**src/rtl/tx_fifo_ctrl_if.sv**
```systemverilog
// tx_fifo_ctrl_if: request/strobe/status bundle between the TX FIFO
// controller (slave side), its requesters and the buffer memory (master side).
// Optional error flags ovf/unf exist only when TX_FIFO_ERR_EN is defined.
interface tx_fifo_ctrl_if #(
    parameter int ADDR_WIDTH = 4
);
    logic                  push;
    logic                  pop;
    logic                  flush;
    logic                  mem_we;
    logic [ADDR_WIDTH-1:0] mem_waddr;
    logic                  mem_re;
    logic [ADDR_WIDTH-1:0] mem_raddr;
    logic                  rd_valid;
    logic                  full;
    logic                  empty;
    logic [ADDR_WIDTH:0]   count;
`ifdef TX_FIFO_ERR_EN
    logic                  ovf;
    logic                  unf;
`endif

    // controller side
    modport slave (
        input  push, pop, flush,
        output mem_we, mem_waddr, mem_re, mem_raddr, rd_valid, full, empty, count
`ifdef TX_FIFO_ERR_EN
        , output ovf, unf
`endif
    );

    // requester / memory side
    modport master (
        output push, pop, flush,
        input  mem_we, mem_waddr, mem_re, mem_raddr, rd_valid, full, empty, count
`ifdef TX_FIFO_ERR_EN
        , input ovf, unf
`endif
    );
endinterface

```
**src/rtl/tx_fifo_ctrl.sv**
```systemverilog
// tx_fifo_ctrl: pointer/flag controller turning a dual-port buffer memory
// into a FIFO. Drives the memory write port from accepted pushes and the read
// port from accepted pops; rd_valid marks the cycle the popped word appears.
// Optional feature macro: TX_FIFO_ERR_EN adds sticky ovf/unf error flags.
module tx_fifo_ctrl #(
    parameter int DATA_WIDTH = 32,
    parameter int ADDR_WIDTH = 4
) (
    input  logic         clk,
    input  logic         reset,
    tx_fifo_ctrl_if.slave bus
);
    localparam int unsigned       DEPTH      = 2 ** ADDR_WIDTH;
    localparam logic [ADDR_WIDTH:0]   FULL_CNT = (ADDR_WIDTH + 1)'(DEPTH);
    localparam logic [ADDR_WIDTH:0]   ZERO_CNT = (ADDR_WIDTH + 1)'(0);
    localparam logic [ADDR_WIDTH:0]   ONE_CNT  = (ADDR_WIDTH + 1)'(1);
    localparam logic [ADDR_WIDTH-1:0] ZERO_PTR = ADDR_WIDTH'(0);
    localparam logic [ADDR_WIDTH-1:0] ONE_PTR  = ADDR_WIDTH'(1);

    // The data word itself never passes through this block; DATA_WIDTH only
    // documents the memory word size. Degenerate widths elaborate to nothing.
    if (DATA_WIDTH < 1 || ADDR_WIDTH < 1) begin : g_bad_params
    end

    logic [ADDR_WIDTH-1:0] wptr_r;
    logic [ADDR_WIDTH-1:0] rptr_r;
    logic [ADDR_WIDTH:0]   count_r;
    logic                  rd_valid_r;
    logic [ADDR_WIDTH:0]   count_nxt_s;
    logic                  push_acc_s;
    logic                  pop_acc_s;
    logic                  full_s;
    logic                  empty_s;

    // Acceptance decisions and next occupancy; flush overrides both requests.
    always_comb begin
        full_s      = (count_r == FULL_CNT);
        empty_s     = (count_r == ZERO_CNT);
        pop_acc_s   = bus.pop & ~empty_s & ~bus.flush;
        // A push into a full FIFO fits only because the same-cycle pop frees
        // the slot; the memory reads the old word before it is overwritten.
        push_acc_s  = bus.push & (~full_s | pop_acc_s) & ~bus.flush;
        count_nxt_s = count_r;
        case ({push_acc_s, pop_acc_s})
            2'b10:   count_nxt_s = count_r + ONE_CNT;
            2'b01:   count_nxt_s = count_r - ONE_CNT;
            default: count_nxt_s = count_r;
        endcase
    end

    // Pointer, occupancy and read-valid state; pointers wrap modulo depth.
    always_ff @(posedge clk or negedge reset) begin
        if (!reset) begin
            wptr_r     <= ZERO_PTR;
            rptr_r     <= ZERO_PTR;
            count_r    <= ZERO_CNT;
            rd_valid_r <= 1'b0;
        end else if (bus.flush) begin
            wptr_r     <= ZERO_PTR;
            rptr_r     <= ZERO_PTR;
            count_r    <= ZERO_CNT;
            rd_valid_r <= 1'b0;
        end else begin
            wptr_r     <= push_acc_s ? wptr_r + ONE_PTR : wptr_r;
            rptr_r     <= pop_acc_s  ? rptr_r + ONE_PTR : rptr_r;
            count_r    <= count_nxt_s;
            rd_valid_r <= pop_acc_s;
        end
    end

    assign bus.mem_we    = push_acc_s;
    assign bus.mem_re    = pop_acc_s;
    assign bus.mem_waddr = wptr_r;
    assign bus.mem_raddr = rptr_r;
    assign bus.rd_valid  = rd_valid_r;
    assign bus.full      = full_s;
    assign bus.empty     = empty_s;
    assign bus.count     = count_r;

`ifdef TX_FIFO_ERR_EN
    logic ovf_r;
    logic unf_r;

    // Sticky error flags: set by rejected requests, cleared only by flush/reset.
    always_ff @(posedge clk or negedge reset) begin
        if (!reset) begin
            ovf_r <= 1'b0;
            unf_r <= 1'b0;
        end else if (bus.flush) begin
            ovf_r <= 1'b0;
            unf_r <= 1'b0;
        end else begin
            ovf_r <= ovf_r | (bus.push & ~push_acc_s);
            unf_r <= unf_r | (bus.pop  & ~pop_acc_s);
        end
    end

    assign bus.ovf = ovf_r;
    assign bus.unf = unf_r;
`endif
endmodule

```
**src/flat_wrapper.sv**
```systemverilog
// flat-port wrapper written by rule: the top's interface ports become plain ports
module tx_fifo_ctrl_flat 
#(
    parameter int DATA_WIDTH = 32,
    parameter int ADDR_WIDTH = 4
)
  (clk, reset, bus_push, bus_pop, bus_flush, bus_mem_we, bus_mem_waddr, bus_mem_re, bus_mem_raddr, bus_rd_valid, bus_full, bus_empty, bus_count);
  tx_fifo_ctrl_if #(.ADDR_WIDTH(ADDR_WIDTH)) bus_i ();
  input  logic clk;
  input  logic reset;
  input wire logic [$bits(bus_i.push)-1:0] bus_push;
  input wire logic [$bits(bus_i.pop)-1:0] bus_pop;
  input wire logic [$bits(bus_i.flush)-1:0] bus_flush;
  output wire logic [$bits(bus_i.mem_we)-1:0] bus_mem_we;
  output wire logic [$bits(bus_i.mem_waddr)-1:0] bus_mem_waddr;
  output wire logic [$bits(bus_i.mem_re)-1:0] bus_mem_re;
  output wire logic [$bits(bus_i.mem_raddr)-1:0] bus_mem_raddr;
  output wire logic [$bits(bus_i.rd_valid)-1:0] bus_rd_valid;
  output wire logic [$bits(bus_i.full)-1:0] bus_full;
  output wire logic [$bits(bus_i.empty)-1:0] bus_empty;
  output wire logic [$bits(bus_i.count)-1:0] bus_count;
  assign bus_i.push = bus_push;
  assign bus_i.pop = bus_pop;
  assign bus_i.flush = bus_flush;
  assign bus_mem_we = bus_i.mem_we;
  assign bus_mem_waddr = bus_i.mem_waddr;
  assign bus_mem_re = bus_i.mem_re;
  assign bus_mem_raddr = bus_i.mem_raddr;
  assign bus_rd_valid = bus_i.rd_valid;
  assign bus_full = bus_i.full;
  assign bus_empty = bus_i.empty;
  assign bus_count = bus_i.count;
  tx_fifo_ctrl #(.DATA_WIDTH(DATA_WIDTH), .ADDR_WIDTH(ADDR_WIDTH)) u_core (.clk(clk), .reset(reset), .bus(bus_i));
endmodule
```
**config.mk**
```make
export PLATFORM = sky130hd
export DESIGN_NAME = tx_fifo_ctrl_flat
export DESIGN_NICKNAME = d
export VERILOG_FILES = /design/src/rtl/tx_fifo_ctrl_if.sv /design/src/rtl/tx_fifo_ctrl.sv /design/src/flat_wrapper.sv
export SDC_FILE = /design/constraint.sdc
export NUM_CORES = 1
export LEC_CHECK = 0
export ABC_AREA = 1
export CAP_MARGIN = 30
export CORE_MARGIN = 4
export CORE_UTILIZATION = 48
export DETAILED_ROUTE_END_ITERATION = 7
export PLACE_DENSITY = 0.74
export RECOVER_POWER = 50
export SETUP_SLACK_MARGIN = 0.3
export SYNTH_ARGS = -nofsm -noshare
export SYNTH_HDL_FRONTEND = slang
export SYNTH_SLANG_ARGS = --single-unit
export TNS_END_PERCENT = 5
```
**constraint.sdc**
```tcl
create_clock -name clk -period 2.2 [get_ports clk]
set_input_delay 0.33 -clock clk [delete_from_list [all_inputs] [get_ports clk]]
set_output_delay 0.33 -clock clk [all_outputs]
set_load 0.005 [all_outputs]
```
==> results.md, run 1 <==
* Status: finished clean
* Slowest CP cell: clkdlybuf4s50_1
* Leading cell types by count after synthesis: nand2_1, dfrtp_1, inv_1, nand3_1
* CTS sink cnt at 14
* Tot GR Track Use at 0.1871
* Setup CP Type: flop to output port
* Die footprint at 2671 sq um
* Die Y at 51.68 um
* Cells after Synth at 108
* Post-route DRC at 0
* TNS Setup at 0 ns
* Sequential fraction of design power at 0.298
* P_leak at 0.7225 nW
* Crit path from: u_core.bus.count[1]$_DFFE_PN0P_
* Critical path fanouts, max at 3
* Required time worst endpoint at 1.87 ns
* Worst-path cell chain: nor2_4 -> nand3_1 -> clkbuf_1 -> inv_1 -> clkdlybuf4s50_1
* Main synth FF type: dfrtp_1
* NetSw at 0.4945 mW
* Distinct cell type count after synthesis at 21
* Max-cap violations at 0
* Sw Share at 0.3949
* Syn_area_per_cell at 8.480 sq um
* # diodes at 0
* Largest net degree at the start of global routing at 15
* Initial Utilization at 0.5191
* Hold crit path type: flop to flop
* Cells on worst reg2reg path at 14
* Fillers at 133
* Final Cell Area at between 1000 and 1500 sq um
* FF-to-FF Start: u_core.bus.count[1]$_DFFE_PN0P_
* Slew HR at 0.5599
* Post-Syn Nets at between 100 and 150
* Core box area at roughly 1800 sq um
* Critical path endpoint: bus_empty
* Top cells by area, synth: dfrtp_1, nand2_1, ha_1, nand3_1, inv_1
* Overall power at 1.252 mW
* Drt pass-1 iters at 4
* Vias in the first global route at 830
* CTS tree: yes
* DP Area at 1230 sq um
* Yosys warnings at 0
* Max-slew violation count at 0
* Worst-margin pin slew at 0.6579 ns
* Post-synthesis sequential area ratio at 0.3825
* Final WL at 2190 um
* Tmin final at 2.003 ns
* Post-synth ARST share at 1.000
* Skew-Pair Late Insertion Delay at 0.28 ns
* Unrepaired setup endpoints after global routing: yes
* Via count at 880
* First-pass GRT wire length at 3629 um
* H-tree Lvls at 1
* CTS max path bufs at 2
* Root buffer cell: clkbuf_4
* Top-count cell post-synth: nand2_1
* CTS Hold Bufs at 0
* Largest stage delay on the critical path at just under 0.5 ns
* Port Buf Inserts at 22
* Maximum vdd drop at 0.0007288 V
* Final setup viols at 0
* Area Overhead vs Synth at 43.72%
* Post-Route Utilization at 0.7461
* Vias per cell at 5.029
* Clk_skew at 0.005399 ns
* PwrDens at 951.2 nW/um^2
* Post-synth top area share at 0.3825
* RePlAce Congestion at 0.7972
* Site Rows at 15
* HP Start: u_core.bus.mem_raddr[2]$_DFFE_PN0P_
* Final Hold Viols at 0
* TritonCTS Buffers at 3
* Post-synth top area cell: dfrtp_1
* Internal at 0.7576 mW
* Worst-path clk slew at 0.09 ns
* Detailed Place HPWL at 1612 um
* Antenna violations before repair at 0
* Netlist Area Pre-Place at 915.9 sq um
* Num ports at 23
* Crit path arrival time at 1.67 ns
* Layout cells sized above 1 at 0.2667
* Initial drt markers at 11
* Logic pwr share at 0.583
* Proportion of power drawn by the clock network at 0.118
* Crit end category: output port
* Chip Width at 51.68 um
* FF-to-FF End: u_core.bus.count[4]$_DFFE_PN0P_
* Drt wl/cell at between 10 and 15 um
* FF-to-FF setup slack at around 0.22 ns
* Number of synthesized flops with an enable pin at 0
* Highest clock rate at 499.2 MHz
* Grt total ovfl at 0
* Synthesis-stage register bit count at 14
* Post-route clock period utilization at 0.9106
* Post-route ant nets at 0
* Min Hold Slack at 0.4966 ns
* Startpoint Class: flop
* Layout Nets at 163
==> registers in the layout, summed over array words and instances, names as in the netlist <==
name,count
u_core.bus.rd_valid,1
u_core.bus.count,5
u_core.bus.mem_raddr,4
u_core.bus.mem_waddr,4
==> repair_timing <==
| action | in CTS | in global routing |
|---|---|---|
| resized for setup | 4 | 5 |
| pin swaps | 2 | 2 |
| setup endpoints to repair | 6 | 6 |
| setup buffers | 7 | 2 |
==> how the worst min path moves through the flow <==
stage	endpoint	slack, ns	depth (start not counted)
floorplan	u_core.bus.count[0]$_DFFE_PN0P_	0.03	0
global placement	u_core.bus.mem_raddr[2]$_DFFE_PN0P_	0.48	1
detailed placement	u_core.bus.mem_raddr[2]$_DFFE_PN0P_	0.49	1
CTS	u_core.bus.mem_raddr[2]$_DFFE_PN0P_	0.46	1
global route	u_core.bus.mem_raddr[2]$_DFFE_PN0P_	0.53	1
finish	u_core.bus.mem_raddr[2]$_DFFE_PN0P_	0.50	1
==> final cells by class <==
| cell class | count | area [sq um] | share of cell area |
|---|---|---|---|
| clock buffer | 3 | 22.52 | 0.01711 |
| inverter | 17 | 63.81 | 0.04848 |
| multi-input combinational | 76 | 495.5 | 0.3764 |
| sequential | 14 | 351.6 | 0.2671 |
| tap | 25 | 31.28 | 0.02376 |
| timing repair buffer | 40 | 351.6 | 0.2671 |
==> worst max-delay path: cells and delay by family, from the launching register on <==
kind | cells | cell delay (ns)
buf+inv | 3 | 0.69
flops | 1 | 0.42
simple gates | 2 | 0.27
==> power groups by stage <==
stage | Clock [mW] | Combinational [mW] | Sequential (mW)
after floorplan | 0 | 0.351 | 0.389
after global placement | 0 | 0.628 | 0.393
after detailed placement | 0 | 0.643 | 0.395
after CTS | 0.147 | 0.748 | 0.375
after global routing | 0.164 | 0.809 | 0.380
final | 0.148 | 0.731 | 0.374
==> cell families (layout without fill, tap and decap cells) <==
group           Yosys count  after routing  share of synthesized area
compound gates            9              9                    0.06147
xor+xnor                  4              4                    0.03826
fa+ha+maj                 6              6                    0.09016
buf+inv                  18             60                    0.07513
flops                    14             14                     0.3825
simple gates             57             57                     0.3524
==> stage by stage <==
stage	setup WS, ns	cells
after floorplan	0.3612	108
after global placement	-0.01325	163
after detailed placement	-0.1518	163
after CTS	0.1749	173
after global routing	0.07501	175
final	0.1967	175
==> cell usage in the layout (no fill, tap or decap), drive strengths merged <==
cell type / count
ha: 5
dlygate4sd3: 3
dfrtp: 14
xor2: 3
o21ai: 6
nor3: 1
nand2: 29
buf: 17
a21oi: 3
dlymetal6s2s: 1
nand4: 5
clkbuf: 4
nand3: 16
nor2: 6
clkdlybuf4s50: 16
xnor2: 1
fa: 1
inv: 17
dlygate4sd2: 2
==> layer usage <==
layer | wire length (um) | global-route usage
met4 | 82 | 0.1004
met1 | 928 | 0.2168
met2 | 1103 | 0.3220
met3 | 76 | 0.03725
met5 | 0 | 0
Note: power is estimated with default switching activity, not from simulation.
==> inputs of run 2 (changes only) <==
--- a/config.mk
+++ b/config.mk
@@ -12,7 +12,8 @@
 export DETAILED_ROUTE_END_ITERATION = 7
 export PLACE_DENSITY = 0.74
 export RECOVER_POWER = 50
-export SETUP_SLACK_MARGIN = 0.3
+export SETUP_SLACK_MARGIN = 0.02
+export SKIP_CTS_REPAIR_TIMING = 1
 export SYNTH_ARGS = -nofsm -noshare
 export SYNTH_HDL_FRONTEND = slang
 export SYNTH_SLANG_ARGS = --single-unit
==> results.md, run 2 (same netlist as run 1, synthesis figures left out) <==
* Clk_skew at 0.002145 ns (-0.003253 ns)
* Max-cap violations at 0 (unchanged)
* CTS sink cnt at 14 (unchanged)
* Multi-input logic area at 495.5 sq um (unchanged)
* CTS max path bufs at 2 (unchanged)
* Vias per cell at 4.994 (-0.69%)
* Sequential fraction of design power at 0.337 (+0.039)
* Layout Nets at 155 (-4.9%)
* # diodes at 0 (unchanged)
* Tot GR Track Use at 0.1710 (-0.01605)
* P_leak at 0.6637 nW (-8.1%)
* Most common cell after layout, fill and taps aside: nand2_1
* Die footprint at 2671 sq um (unchanged)
* Maximum vdd drop at 0.0007439 V (+2.1%)
* Drt pass-1 iters at 4 (unchanged)
* Reg area at 354.1 sq um (+0.71%)
* Final Hold Viols at 0 (unchanged)
* Post-route clock period utilization at 0.9477 (+0.03714)
* Core box area at 1764 sq um (unchanged)
* Detailed Place HPWL at 1612 um (unchanged)
* Site Rows at 15 (unchanged)
* Logic pwr share at 0.543 (-0.040)
* Die Y at 51.68 um (unchanged)
* TritonCTS Buffers at 3 (unchanged)
* PwrDens at 938.0 nW/um^2 (-1.4%)
* Fillers at 152 (+14%)
* Critical path fanouts, max at 4 (+1)
* Chip Width at 51.68 um (unchanged)
* Final WL at 2078 um (-5.1%)
* Port Buf Inserts at 22 (unchanged)
* Internal at 0.7072 mW (-6.7%)
* H-tree Lvls at 1 (unchanged)
* Most frequent cells in the layout: nand2_1, clkdlybuf4s50_1, inv_1, nand3_1, dfrtp_1
* Num ports at 23 (unchanged)
* Layout cells sized above 1 at 0.2254 (-0.04131)
* First-pass GRT wire length at 3374 um (-7.0%)
* Initial drt markers at 19 (+8)
* Area Overhead vs Synth at 37.43%
* Grt total ovfl at 0 (unchanged)
* Worst-margin pin slew at 0.6501 ns (-0.007783 ns)
* NetSw at 0.4735 mW (-4.2%)
* Skew-Pair Late Insertion Delay at 0.27 ns (about the same)
* Via count at 834 (-5.2%)
* Tmin final at 2.085 ns (+0.08170 ns)
* CTS tree: yes
* RePlAce Congestion at 0.7972 (unchanged)
* Slew HR at 0.5651 (+0.005206)
* Setup CP Type: input port to output port
* Final setup viols at 0 (unchanged)
* DP Area at 1230 sq um (unchanged)
* Startpoint Class: input port
* Vias in the first global route at 791 (-4.7%)
* Max reg flops at 5 (unchanged)
* Required time worst endpoint at 1.87 ns (about the same)
* Worst-path clk slew at 0.08 ns (about the same)
* Antenna violations before repair at 0 (unchanged)
* Proportion of power drawn by the clock network at 0.120 (+0.002)
* Crit path arrival time at 1.75 ns (+0.08 ns)
* Max-slew violation count at 0 (unchanged)
* Largest net degree at the start of global routing at 15 (unchanged)
* Root buffer cell: clkbuf_4
* Status: finished clean
* Post-route ant nets at 0 (unchanged)
* Initial Utilization at 0.5191 (unchanged)
* Pre-CTS setup slack at -0.1518 ns (unchanged)
* Setup WS post-layout at 0.1150 ns (-0.08170 ns)
* Drt wl/cell at 12.44 um (-0.57%)
* Hold crit path type: flop to flop
* Final Cell Area at 1259 sq um (-4.4%)
* Sw Share at 0.4010 (+0.006097)
* Post-route DRC at 0 (unchanged)
* Crit end category: output port
* Highest clock rate at 479.6 MHz (-3.9%)
* Unrepaired setup endpoints after global routing: yes
-- run 2: cell types whose count changed in the layout (fill, tap and decap cells not counted), moves of 2 or more --
| cell | before | now |
|---|---|---|
| clkdlybuf4s50_1 | 16 | 20 |
| buf_4 | 17 | 9 |
| dfrtp_1 | 13 | 11 |
| nand3_1 | 14 | 12 |
| dlygate4sd2_1 | 2 | 0 |
| dfrtp_2 | 1 | 3 |
-- run 2: power groups by stage --
stage | logic (mW) | clock network (mW) | registers (mW)
3_5_place_dp | 0.643 | 0 | 0.395
6_report | 0.641 | 0.141 | 0.398
5_1_grt | 0.706 | 0.162 | 0.408
2_1_floorplan | 0.351 | 0 | 0.389
3_3_place_gp | 0.628 | 0 | 0.393
4_1_cts | 0.651 | 0.147 | 0.390
-- run 2: final timing paths --
| check | startpoint | end | slack, ns | cells past startpoint |
|---|---|---|---|---|
| setup / recovery | bus_pop | bus_mem_we | 0.12 | 6 |
| hold / removal | u_core.bus.mem_raddr[2]$_DFFE_PN0P_ | u_core.bus.mem_raddr[2]$_DFFE_PN0P_ | 0.49 | 1 |
| setup reg to reg | u_core.bus.count[2]$_DFFE_PN0P_ | u_core.bus.count[4]$_DFFE_PN0P_ | 0.16 | 14 |
| hold reg to reg | u_core.bus.mem_raddr[2]$_DFFE_PN0P_ | u_core.bus.mem_raddr[2]$_DFFE_PN0P_ | 0.49 | 1 |
| max in group asynchronous | reset | u_core.bus.count[0]$_DFFE_PN0P_ | 1.23 | 1 |
| min in group asynchronous | reset | u_core.bus.count[4]$_DFFE_PN0P_ | 0.52 | 1 |
-- run 2: metrics by stage --
step	hold WS (ns)	cells	TNS (ns)	utilization	power, mW
after floorplan	0.03441	108	0	-	0.7401
after global placement	0.4763	163	-0.01325	0.6972	1.021
after detailed placement	0.4914	163	-0.1518	0.6972	1.038
after CTS	0.4647	166	0	0.7099	1.189
after global routing	0.5290	167	0	0.7135	1.276
final	0.4949	167	0	0.7135	1.181
-- run 2: cell type report --
type                       instances  area share
clock buffer                       3     0.01789
inverter                          17     0.05070
multi-input combinational         76      0.3936
sequential                        14      0.2813
timing repair buffer              32      0.2316
tap                               25     0.02485
-- run 2: per-layer routing --
| layer | global-route usage | up-vias | wire length [um] |
|---|---|---|---|
| li1 | - | 417 | - |
| met1 | 0.2033 | 386 | 915 |
| met2 | 0.2860 | 25 | 1045 |
| met3 | 0.04011 | 6 | 79 |
| met4 | 0.08734 | 0 | 37 |
| met5 | 0 | - | 0 |
-- run 2: worst max-delay path: stages --
cell,delay [ns]
clkdlybuf4s50_1,0.56
nand3_2,0.11
nand2_1,0.10
nand3_2,0.10
inv_2,0.07
clkdlybuf4s50_1,0.49
